### src/rtl/btn_pkg.sv
// -----------------------------------------------------------------------------
// btn_pkg
// Shared constants and types for the front-panel button conditioner.
//   - Button index constants into the 5-bit button vectors {P,R,L,U,D}.
//   - Auto-repeat state encoding used by the U/D channels.
//   - max_int() helper for sizing the repeat counter.
// -----------------------------------------------------------------------------
package btn_pkg;

  localparam int NUM_BTNS = 5;

  localparam int BTN_P = 4;
  localparam int BTN_R = 3;
  localparam int BTN_L = 2;
  localparam int BTN_U = 1;
  localparam int BTN_D = 0;

  typedef enum logic [1:0] {
    RPT_IDLE = 2'd0,
    RPT_WAIT = 2'd1,
    RPT_RUN  = 2'd2
  } rpt_state_e;

  function automatic int max_int(input int a, input int b);
    return (a > b) ? a : b;
  endfunction

endpackage

### src/rtl/btn_debounce_ch.sv
// -----------------------------------------------------------------------------
// btn_debounce_ch
// One button channel: two-flop synchroniser, debounce counter, registered
// single-cycle press pulse and, when HAS_REPEAT is set, a hold-to-repeat
// state machine that adds repeat pulses onto the same pulse output.
//
// Ports:
//   clk         in  system clock
//   reset       in  asynchronous, active-high reset
//   btn_raw_i   in  raw asynchronous button, active-high
//   level_o     out debounced button level
//   pulse_o     out one-cycle press pulse (plus repeat pulses if HAS_REPEAT)
// -----------------------------------------------------------------------------
module btn_debounce_ch
  import btn_pkg::*;
#(
  parameter int DEBOUNCE_CYCLES     = 500000,
  parameter int REPEAT_DELAY_CYCLES = 50000000,
  parameter int REPEAT_RATE_CYCLES  = 10000000,
  parameter bit HAS_REPEAT          = 1'b0
) (
  input  logic clk,
  input  logic reset,
  input  logic btn_raw_i,
  output logic level_o,
  output logic pulse_o
);

  localparam int              DB_W    = $clog2(DEBOUNCE_CYCLES + 1);
  localparam logic [DB_W-1:0] DB_LAST = DB_W'(DEBOUNCE_CYCLES - 1);

  logic            sync1_q, sync2_q;
  logic [DB_W-1:0] db_cnt_q, db_cnt_d;
  logic            level_q, level_d;
  logic            rise;
  logic            rpt_d;
  logic            pulse_q;

  // NOTE: every sequential block uses non-blocking (<=) assignments so all
  // flops update together from the values present before the clock edge.
  always_ff @(posedge clk or posedge reset) begin
    if (reset) begin
      sync1_q <= 1'b0;
      sync2_q <= 1'b0;
    end else begin
      sync1_q <= btn_raw_i;
      sync2_q <= sync1_q;
    end
  end

  // The counter only runs while the synchronised input disagrees with the
  // accepted level; it is cleared on agreement and on accept, so it can never
  // exceed DB_LAST.
  // NOTE: every signal written here gets a default first, so no path leaves
  // it unassigned and no latch is inferred.
  always_comb begin
    db_cnt_d = db_cnt_q;
    level_d  = level_q;
    if (sync2_q == level_q) begin
      db_cnt_d = '0;
    end else if (db_cnt_q == DB_LAST) begin
      level_d  = sync2_q;
      db_cnt_d = '0;
    end else begin
      db_cnt_d = db_cnt_q + 1'b1;
    end
  end

  // Press is the edge at which the accepted level goes 0 -> 1.
  assign rise = ~level_q & level_d;

  always_ff @(posedge clk or posedge reset) begin
    if (reset) begin
      db_cnt_q <= '0;
      level_q  <= 1'b0;
      pulse_q  <= 1'b0;
    end else begin
      db_cnt_q <= db_cnt_d;
      level_q  <= level_d;
      pulse_q  <= rise | rpt_d;
    end
  end

  assign level_o = level_q;
  assign pulse_o = pulse_q;

  if (HAS_REPEAT) begin : g_rpt
    localparam int              RPT_MAX    = max_int(REPEAT_DELAY_CYCLES, REPEAT_RATE_CYCLES);
    localparam int              RPT_W      = $clog2(RPT_MAX);
    localparam logic [RPT_W-1:0] DELAY_LAST = RPT_W'(REPEAT_DELAY_CYCLES - 1);
    localparam logic [RPT_W-1:0] RATE_LAST  = RPT_W'(REPEAT_RATE_CYCLES - 1);

    rpt_state_e       state_q, state_d;
    logic [RPT_W-1:0] cnt_q, cnt_d;
    logic             fall;

    assign fall = level_q & ~level_d;

    // The FSM moves on the same edge that launches the press pulse, so in the
    // press-pulse cycle the counter already reads 0. A pulse decided here is
    // registered, hence it appears when the counter has just reached *_LAST.
    always_comb begin
      state_d = state_q;
      cnt_d   = (cnt_q == '1) ? cnt_q : cnt_q + 1'b1;  // saturate, never wrap
      rpt_d   = 1'b0;
      case (state_q)
        RPT_IDLE: begin
          cnt_d = '0;
          if (rise) state_d = RPT_WAIT;
        end
        RPT_WAIT: begin
          if (cnt_q == DELAY_LAST) begin
            rpt_d   = 1'b1;
            state_d = RPT_RUN;
            cnt_d   = '0;
          end
        end
        RPT_RUN: begin
          if (cnt_q == RATE_LAST) begin
            rpt_d = 1'b1;
            cnt_d = '0;
          end
        end
        default: begin
          state_d = RPT_IDLE;
          cnt_d   = '0;
        end
      endcase
      // Release wins over everything, including a repeat due this cycle.
      if (fall) begin
        state_d = RPT_IDLE;
        cnt_d   = '0;
        rpt_d   = 1'b0;
      end
    end

    always_ff @(posedge clk or posedge reset) begin
      if (reset) begin
        state_q <= RPT_IDLE;
        cnt_q   <= '0;
      end else begin
        state_q <= state_d;
        cnt_q   <= cnt_d;
      end
    end
  end else begin : g_no_rpt
    assign rpt_d = 1'b0;
  end

endmodule

### src/rtl/btn_conditioner.sv
// -----------------------------------------------------------------------------
// btn_conditioner
// Conditions the five raw front-panel buttons {P,R,L,U,D} for the control FSM:
// synchronise, debounce and emit one-cycle press pulses per button.
//
// Build option:
//   BTN_AUTOREPEAT_EN  when defined, U and D also emit hold-to-repeat pulses;
//                      when undefined, all five channels are press-only.
//
// Ports:
//   clk        in  system clock
//   reset      in  asynchronous, active-high reset
//   btn_raw    in  [4:0] raw buttons {P,R,L,U,D}, active-high
//   btn_level  out [4:0] debounced levels, same order
//   btnp/btnr/btnl/btnu/btnd out one-cycle pulses per button
// -----------------------------------------------------------------------------
module btn_conditioner
  import btn_pkg::*;
#(
  parameter int DEBOUNCE_CYCLES     = 500000,
  parameter int REPEAT_DELAY_CYCLES = 50000000,
  parameter int REPEAT_RATE_CYCLES  = 10000000
) (
  input  logic                clk,
  input  logic                reset,
  input  logic [NUM_BTNS-1:0] btn_raw,
  output logic [NUM_BTNS-1:0] btn_level,
  output logic                btnp,
  output logic                btnr,
  output logic                btnl,
  output logic                btnu,
  output logic                btnd
);

`ifdef BTN_AUTOREPEAT_EN
  localparam bit UD_REPEAT = 1'b1;
`else
  localparam bit UD_REPEAT = 1'b0;
`endif

  logic [NUM_BTNS-1:0] pulse;

  for (genvar i = 0; i < NUM_BTNS; i++) begin : g_ch
    localparam bit CH_REPEAT = UD_REPEAT && ((i == BTN_U) || (i == BTN_D));

    btn_debounce_ch #(
      .DEBOUNCE_CYCLES     (DEBOUNCE_CYCLES),
      .REPEAT_DELAY_CYCLES (REPEAT_DELAY_CYCLES),
      .REPEAT_RATE_CYCLES  (REPEAT_RATE_CYCLES),
      .HAS_REPEAT          (CH_REPEAT)
    ) u_ch (
      .clk       (clk),
      .reset     (reset),
      .btn_raw_i (btn_raw[i]),
      .level_o   (btn_level[i]),
      .pulse_o   (pulse[i])
    );
  end

  assign btnp = pulse[BTN_P];
  assign btnr = pulse[BTN_R];
  assign btnl = pulse[BTN_L];
  assign btnu = pulse[BTN_U];
  assign btnd = pulse[BTN_D];

endmodule

### config.mk
export PLATFORM = sky130hd
export DESIGN_NAME = btn_conditioner
export DESIGN_NICKNAME = d
export VERILOG_FILES = /design/src/rtl/btn_pkg.sv /design/src/rtl/btn_debounce_ch.sv /design/src/rtl/btn_conditioner.sv
export SDC_FILE = /design/constraint.sdc
export NUM_CORES = 1
export LEC_CHECK = 0
export ABC_AREA = 1
export ABC_CLOCK_PERIOD_IN_PS = 4000
export CELL_PAD_IN_SITES_DETAIL_PLACEMENT = 1
export CELL_PAD_IN_SITES_GLOBAL_PLACEMENT = 2
export CORE_AREA = 8 8 148 150
export CTS_CLUSTER_SIZE = 16
export DETAILED_ROUTE_END_ITERATION = 8
export DIE_AREA = 0 0 156 158
export HOLD_SLACK_MARGIN = 0.02
export PLACE_DENSITY = 0.84
export SLEW_MARGIN = 0
export SYNTH_ARGS = -nofsm -noshare
export SYNTH_HDL_FRONTEND = slang
export SYNTH_SLANG_ARGS = --single-unit
### constraint.sdc
create_clock -name clk -period 4 [get_ports clk]
set_clock_uncertainty 0.2 [all_clocks]
set_input_delay 1 -clock clk [delete_from_list [all_inputs] [get_ports clk]]
set_output_delay 1 -clock clk [all_outputs]
set_load 0.01 [all_outputs]
Word-level counts from Yosys, hierarchy flattened
Index checks and enable logic that the tools add are counted.
{"block": "word_totals", "register_bits": 115, "input_bits": 7, "output_inout_bits": 10, "word_cells": 70}
{"block": "classes", "n_addsub": 5, "eq_ne": 10, "mux": 20, "bitwise": 10}
{"operator": "$mux 19", "n": 10}
{"operator": "$add 19x1->19 const B", "n": 5}
{"operator": "$eq 19x19->1 const B", "n": 5}
{"operator": "$mux 1", "n": 10}
{"operator": "$and 1x1->1", "n": 5}
{"operator": "$eq 1x1->1", "n": 5}
{"operator": "$not 1->1", "n": 5}

Depth between registers and ports, before layout
Gate-level depths: netlist (run 1).
{"block": "depth", "word_depth": 4, "ltp_mapped": 9, "ltp_nobuf": 9}

Cells and area by module
Synthesis (run 1) repeated with hierarchy kept, for this count alone.
{"block": "unflattened", "hier_cells": 785, "area_unflattened_um2": 6168.4}
{"module": "btn_debounce_ch", "n_inst": 5, "cells_each": 157, "area_per_inst_um2": 1233.7, "seq_area_each_um2": 575.6}

Worst setup path after synthesis (run 1)
Ideal clock, no wire load.
{"block": "synth_timing", "path_kind": "register to output", "start": "reg g_ch[0].u_ch.level_q", "end": "out btn_level[0]", "t_arrival_ns": 0.556, "required_time_ns": 2.800, "setup_slack_ns": 2.244, "stages_incl_launch_ff": 2, "n_path_buf": 1, "cell_sequence": "dfrtp_1 buf_4"}
{"item": "from (decl)", "line_no": "btn_debounce_ch.sv:34", "text": "logic level_q, level_d;"}
{"item": "from (signal assigned)", "line_no": "btn_debounce_ch.sv:79", "text": "level_q <= level_d;"}
{"item": "to (decl)", "line_no": "btn_conditioner.sv:27", "text": "output logic [NUM_BTNS-1:0] btn_level,"}
No word-level cell between the ends.

Worst setup path after layout (run 1)
{"block": "layout_timing", "start": "reg g_ch[0].u_ch.level_q", "end": "out btn_level[0]"}
No word-level cell between the ends.

==> out/qor.yml, run 1 <==
run_status: "finished clean"
ys_types: 31
preCtsSetupSlack_ns: 1.658
antenna_cells: 0
drtAntennaViolNets: 0
leakagePower_nw: 3.065
drtIter0Drc: 174
synth-simple-area-share: 0.3657
yosysWarnings: 0
numCtsBuffers: 17
core-area_mm2: 0.01971
async_flop_share: 1.000
cts-hold-fix-buffers: 0
grtUsageTotal: 0.1375
syn_inst: 829
grt_pass1_wl_um: 27110
drive_gt1_frac: 0.1019
antenna_found_initial: 0
initial_core_util: 0.3199
crit_fanout: 4
crit_type: "flop to output port"
dr.pass1.iters: 4
rows: 52
critPathSlowestCell: "clkdlybuf4s50_1"
end_kind: "output port"
maxSlewHeadroom: 0.5961
power.density_mw_per_mm2: 382.5
critPathMaxStageDelay_ns: 0.57
cp_num_cells: 1
path_buf_inv: 1
die_h_um: 158
seq_area_frac_synth: 0.4563
htree_num_levels: 4
use_met3: 0.02948
synth_top_area_cell: "dfrtp_1"
io_pins: 17
synth-seq-cells: 115
yosys-top-cells-area: "dfrtp_1 (46%), nor2_1 (14%), nand2_1 (8.9%), inv_1 (5.4%), nand3_1 (5.2%)"
period_share: 0.6538
busiest_layer: "met2"
worstPathArrival_ns: 1.42
synth_fa_ha_area_frac: 0.009921
clock_sinks: 115
synth_top_area_share: 0.4563
die_area_mm2: 0.02465
clockBufferDepth: 2
clkLatencyLatePin_ns: 0.42
synth_compound_area_frac: 0.03115
use_met1: 0.1635
portBuffers: 16
final_common_cell: "nor2_1"
setup-violations-final: 0
fin_crit_ns: 2.615
nets: 872
fillers: 2424
layout_common_cells: "nor2_1 (227), nand2_1 (150), dfrtp_1 (115)"
place.gp.congestion: 0.7822
syn_area_mm2: 0.006306
final.setup.worst_slack_ns: 1.385
postCtsSetupBuffers: 0
tightestPinTransition_ns: 0.6029
maxCapViolations: 0
cts.clk_slew.worst_paths_ns: 0.05
tns_ns: 0
maxSlewViolCount: 0
routed_wl_um: 15420
critPathLaunchType: "flop"
vias_per_cell: 4.528
synth_top_family_by_area: "simple AND/OR/NAND/NOR gates"
routed-via-count: 5176
grt_pass1_vias: 5536
cts_tree: "done"
syn_nets: 841
synth.area.mux_share: 0
synth_area_per_cell_um2: 7.607
avgRoutedWirePerCell_um: 13.49
critPathTopFamily: "buffers and inverters"
rsz0062_at_grt: "false"
dominantRegCellSynth: "dfrtp_1"
r2r_cells: 4
hold_violations: 0
syn_to_final_growth_pct: 17.54
synth_xor_area_frac: 0.07401
die_w_um: 156
crit_required_ns: 2.80
cts_resized: 0
detailed_place_hpwl_um: 11250
whs_path_depth: 0
synth_edf_count: 0
route.detailed.drc: 0
fmax_mhz: 382.4
met2_usage: 0.2386
path_cells: "clkdlybuf4s50_1"
grt_max_degree: 53
overflow: 0
cts-root-buf: "clkbuf_16"
hold_path_class: "flop to flop"
vdd_drop_max_uv: 295.6
power by group:
group,internal [mW],switching (mW)
clock,1.02,0.532
sequential,1.18,0.0126
combinational,0.0271,0.0591
total,2.23,0.604
path summary, 6_finish.rpt:
check                                     startpoint                         to  slack, ns
worst min register to register  g_ch[1].u_ch.sync1_q       g_ch[1].u_ch.sync2_q       0.15
worst max register to register  g_ch[0].u_ch.level_o  g_ch[0].u_ch.db_cnt_q[17]       2.16
worst max-delay path            g_ch[0].u_ch.level_o               btn_level[0]       1.38
worst min-delay path            g_ch[1].u_ch.sync1_q       g_ch[1].u_ch.sync2_q       0.15
min in group asynchronous                      reset       g_ch[4].u_ch.level_o       0.80
max in group asynchronous                      reset       g_ch[1].u_ch.level_o       2.15
synthesized netlist by cell type (8+ instances only):
library cell  instances
nor2_1              227
nand2_1             150
dfrtp_1             115
inv_1                91
nand3_1              66
xor2_1               29
nand2_2              20
a21oi_1              17
nor2_2               15
xnor2_1              15
o21ai_0              11
nand4_1              10
nor2_4               10
nor3_1                8
stage by stage:
step	power, mW	instances	area (µm²)	hold WS [ns]	utilization
final	2.835	1143	7412	0.1518	0.3760
after global routing	2.940	1143	7412	0.1709	0.3760
after CTS	2.883	1143	7412	0.1573	0.3760
after detailed placement	1.305	1111	6808	0.1378	0.3453
after global placement	1.301	1111	6808	0.1320	0.3453
after floorplan	1.267	829	6310	0.1312	-
logic make-up after synthesis:
kind of cell / after synthesis
AO/OA/AOI/OAI: 37
XOR/XNOR: 49
adder cells (fa/ha/maj): 5
buffers and inverters: 100
flip-flops: 115
AND/OR/NAND/NOR: 523
worst register-to-register path: stages, from the launching register on:
cell and delay [ns]:
dfrtp_1 0.43, xnor2_2 0.52, inv_1 0.23, nand2_1 0.27, a21oi_1 0.07
layer usage:
| metal | share of wire | vias to the layer above |
|---|---|---|
| met5 | 0 | - |
| met4 | 0.018 | 0 |
| met3 | 0.019 | 18 |
| met2 | 0.50 | 40 |
| met1 | 0.46 | 2473 |
| li1 | - | 2645 |
state kept, by name (all words and copies together), names as in the netlist:
signal / flops
g_ch.u_ch.pulse_o: 5
g_ch.u_ch.sync1_q: 5
g_ch.u_ch.level_o: 5
g_ch.u_ch.db_cnt_q: 95
g_ch.u_ch.sync2_q: 5
area by class of cell:
type,count,area [µm²],share of cell area
clock buffer,22,474.2,0.06398
multi-input combinational,614,3032,0.4090
inverter,93,352.8,0.04760
sequential,115,2878,0.3883
tap,270,337.8,0.04558
timing repair buffer,19,207.7,0.02802
clock inverter,10,130.1,0.01756
Note: power is estimated with default switching activity, not from simulation.
==> inputs of run 2 (changes only) <==
--- a/config.mk
+++ b/config.mk
@@ -6,7 +6,7 @@
 export NUM_CORES = 1
 export LEC_CHECK = 0
 export ABC_AREA = 1
-export ABC_CLOCK_PERIOD_IN_PS = 4000
+export ABC_CLOCK_PERIOD_IN_PS = 2220
 export CELL_PAD_IN_SITES_DETAIL_PLACEMENT = 1
 export CELL_PAD_IN_SITES_GLOBAL_PLACEMENT = 2
 export CORE_AREA = 8 8 148 150
==> constraint.sdc (replaced) <==
create_clock -name clk -period 2.22 [get_ports clk]
set_clock_uncertainty 0.2 [all_clocks]
set_input_delay 0.555 -clock clk [delete_from_list [all_inputs] [get_ports clk]]
set_output_delay 0.555 -clock clk [all_outputs]
set_load 0.01 [all_outputs]
==> out/qor.yml, run 2 (synthesis results as in run 1) <==
pwr-share-clk: 0.547  # was 0.548
clkLatencyLatePin_ns: 0.42  # about the same
path_cells: "clkdlybuf4s50_1"  # unchanged
place.gp.congestion: 0.7669  # was 0.7822
drive_gt1_frac: 0.1029  # was 0.1019
layout_common_cells: "nor2_1 (227), nand2_1 (150), dfrtp_1 (115)"  # unchanged
cts.clk_slew.worst_paths_ns: 0.05  # about the same
end_kind: "output port"  # unchanged
setup-violations-final: 0  # unchanged
fin_crit_ns: 2.164
route.detailed.drc: 0  # unchanged
critPathMaxStageDelay_ns: 0.57  # about the same
maxCapViolations: 0  # unchanged
tns_ns: 0  # unchanged
worstPathArrival_ns: 1.41  # was 1.42 ns
overflow: 0  # unchanged
crit_type: "flop to output port"  # unchanged
place_inst: 1116  # was 1,111
io_pins: 17  # unchanged
postCtsSetupBuffers: 0  # unchanged
dr.pass1.iters: 4  # unchanged
run_status: "finished clean"  # unchanged
die_area_mm2: 0.02465  # unchanged
swShare: 0.2090  # was 0.2130
internal_power_mw: 4.045  # was 2.231 mW
critPathSlowestCell: "clkdlybuf4s50_1"  # unchanged
power.density_mw_per_mm2: 687.1  # was 382.5 mW/mm²
sequentialPowerShare: 0.421  # about the same
preCtsSetupSlack_ns: 0.4677  # was 1.658 ns
largest_reg_flops: 95  # unchanged
core-area_mm2: 0.01971  # unchanged
maxSlewHeadroom: 0.6861  # was 0.5961
routed-via-count: 5190  # was 5,176
drtIter0Drc: 165  # was 174
clockBufferDepth: 2  # unchanged
rsz0062_at_grt: "false"  # unchanged
htree_num_levels: 4  # unchanged
cts-hold-fix-buffers: 0  # unchanged
antenna_found_initial: 0  # unchanged
clock_sinks: 115  # unchanged
cts_tree: "done"  # unchanged
final.setup.worst_slack_ns: 0.05647  # was 1.385 ns
grt_pass1_vias: 5652  # was 5,536
grt_pass1_wl_um: 26570  # was 27,110 µm
grt_max_degree: 55  # was 53
period_share: 0.9746
die_w_um: 156  # unchanged
hold_violations: 0  # unchanged
p_sw_mw: 1.069  # was 0.6039 mW
initial_core_util: 0.3199  # unchanged
antenna_cells: 0  # unchanged
power_frac_comb: 0.032  # was 0.030
die_h_um: 158  # unchanged
critPathLaunchType: "flop"  # unchanged
grtUsageTotal: 0.1342  # was 0.1375
final_common_cell: "nor2_1"  # unchanged
syn_to_final_growth_pct: 18.02  # was 17.54%
fillers: 2406  # was 2,424
crit_fanout: 4  # unchanged
nets: 877  # was 872
crit_required_ns: 1.46  # was 2.80 ns
numCtsBuffers: 17  # unchanged
drtAntennaViolNets: 0  # unchanged
rows: 52  # unchanged
final-instance-count-excl-fill: 1145  # was 1,143
avgRoutedWirePerCell_um: 13.16  # was 13.49 µm
vias_per_cell: 4.533  # was 4.528
leakagePower_nw: 3.123  # was 3.065 nW
routed_wl_um: 15070  # was 15,420 µm
hold_path_class: "flop to flop"  # unchanged
tightestPinTransition_ns: 0.4686  # was 0.6029 ns
detailed_place_hpwl_um: 11130  # was 11,250 µm
cts-root-buf: "clkbuf_16"  # unchanged
critPathTopFamily: "buffers and inverters"  # unchanged
maxSlewViolCount: 0  # unchanged
largest_register: "g_ch.u_ch.db_cnt_q"  # unchanged
vdd_drop_max_uv: 508.6  # was 295.6 µV
fmax_mhz: 462.2
portBuffers: 16  # unchanged
path_buf_inv: 1  # unchanged
==> run 2: metrics by stage <==
step | hold WS [ns] | power (mW) | instance area (µm²) | utilization
floorplan | 0.1312 | 2.284 | 6310 | -
global placement | 0.1329 | 2.353 | 6845 | 0.3472
detailed placement | 0.1378 | 2.358 | 6845 | 0.3472
CTS | 0.1501 | 5.203 | 7437 | 0.3773
global route | 0.1542 | 5.305 | 7442 | 0.3775
finish | 0.1485 | 5.114 | 7442 | 0.3775
==> run 2: timing repair <==
action	4_1_cts	5_1_grt
endpoints found under the hold margin	0	0
resized for setup	0	2
endpoints found under the setup margin	0	2
==> run 2: area by class of cell <==
| class | count | area, µm² | share of cell area |
|---|---|---|---|
| Clock buffer | 24 | 491.7 | 0.06607 |
| Clock inverter | 5 | 100.1 | 0.01345 |
| Inverter | 93 | 352.8 | 0.04741 |
| Multi-Input combinational cell | 614 | 3032 | 0.4074 |
| Sequential cell | 115 | 2878 | 0.3867 |
| Tap cell | 270 | 337.8 | 0.04539 |
| Timing Repair Buffer | 24 | 250.2 | 0.03362 |
==> run 2: worst paths after layout <==
check	from	endpoint	slack (ns)	cells past startpoint
worst max-delay path	g_ch[3].u_ch.level_o	btn_level[3]	0.06	1
worst min-delay path	g_ch[1].u_ch.sync1_q	g_ch[1].u_ch.sync2_q	0.15	0
worst max register to register	g_ch[4].u_ch.db_cnt_q[0]	g_ch[4].u_ch.db_cnt_q[5]	0.50	6
worst min register to register	g_ch[1].u_ch.sync1_q	g_ch[1].u_ch.sync2_q	0.15	0
max in group asynchronous	reset	g_ch[1].u_ch.db_cnt_q[10]	1.14	3
min in group asynchronous	reset	g_ch[4].u_ch.db_cnt_q[17]	0.39	3
==> run 2: per-layer routing <==
layer | share of wire | track usage | wire, µm
met2 | 0.50 | 0.2340 | 7533
met4 | 0.019 | 0.05776 | 293
met1 | 0.46 | 0.1601 | 6994
met5 | 0 | 0 | 0
met3 | 0.016 | 0.02321 | 244
==> run 2: power by group through the flow <==
stage | Combinational [mW] | Clock, mW | Sequential (mW)
2_1_floorplan | 0.100 | 0 | 2.18
3_3_place_gp | 0.166 | 0 | 2.19
3_5_place_dp | 0.170 | 0 | 2.19
4_1_cts | 0.170 | 2.88 | 2.15
5_1_grt | 0.191 | 2.96 | 2.15
6_report | 0.162 | 2.80 | 2.15
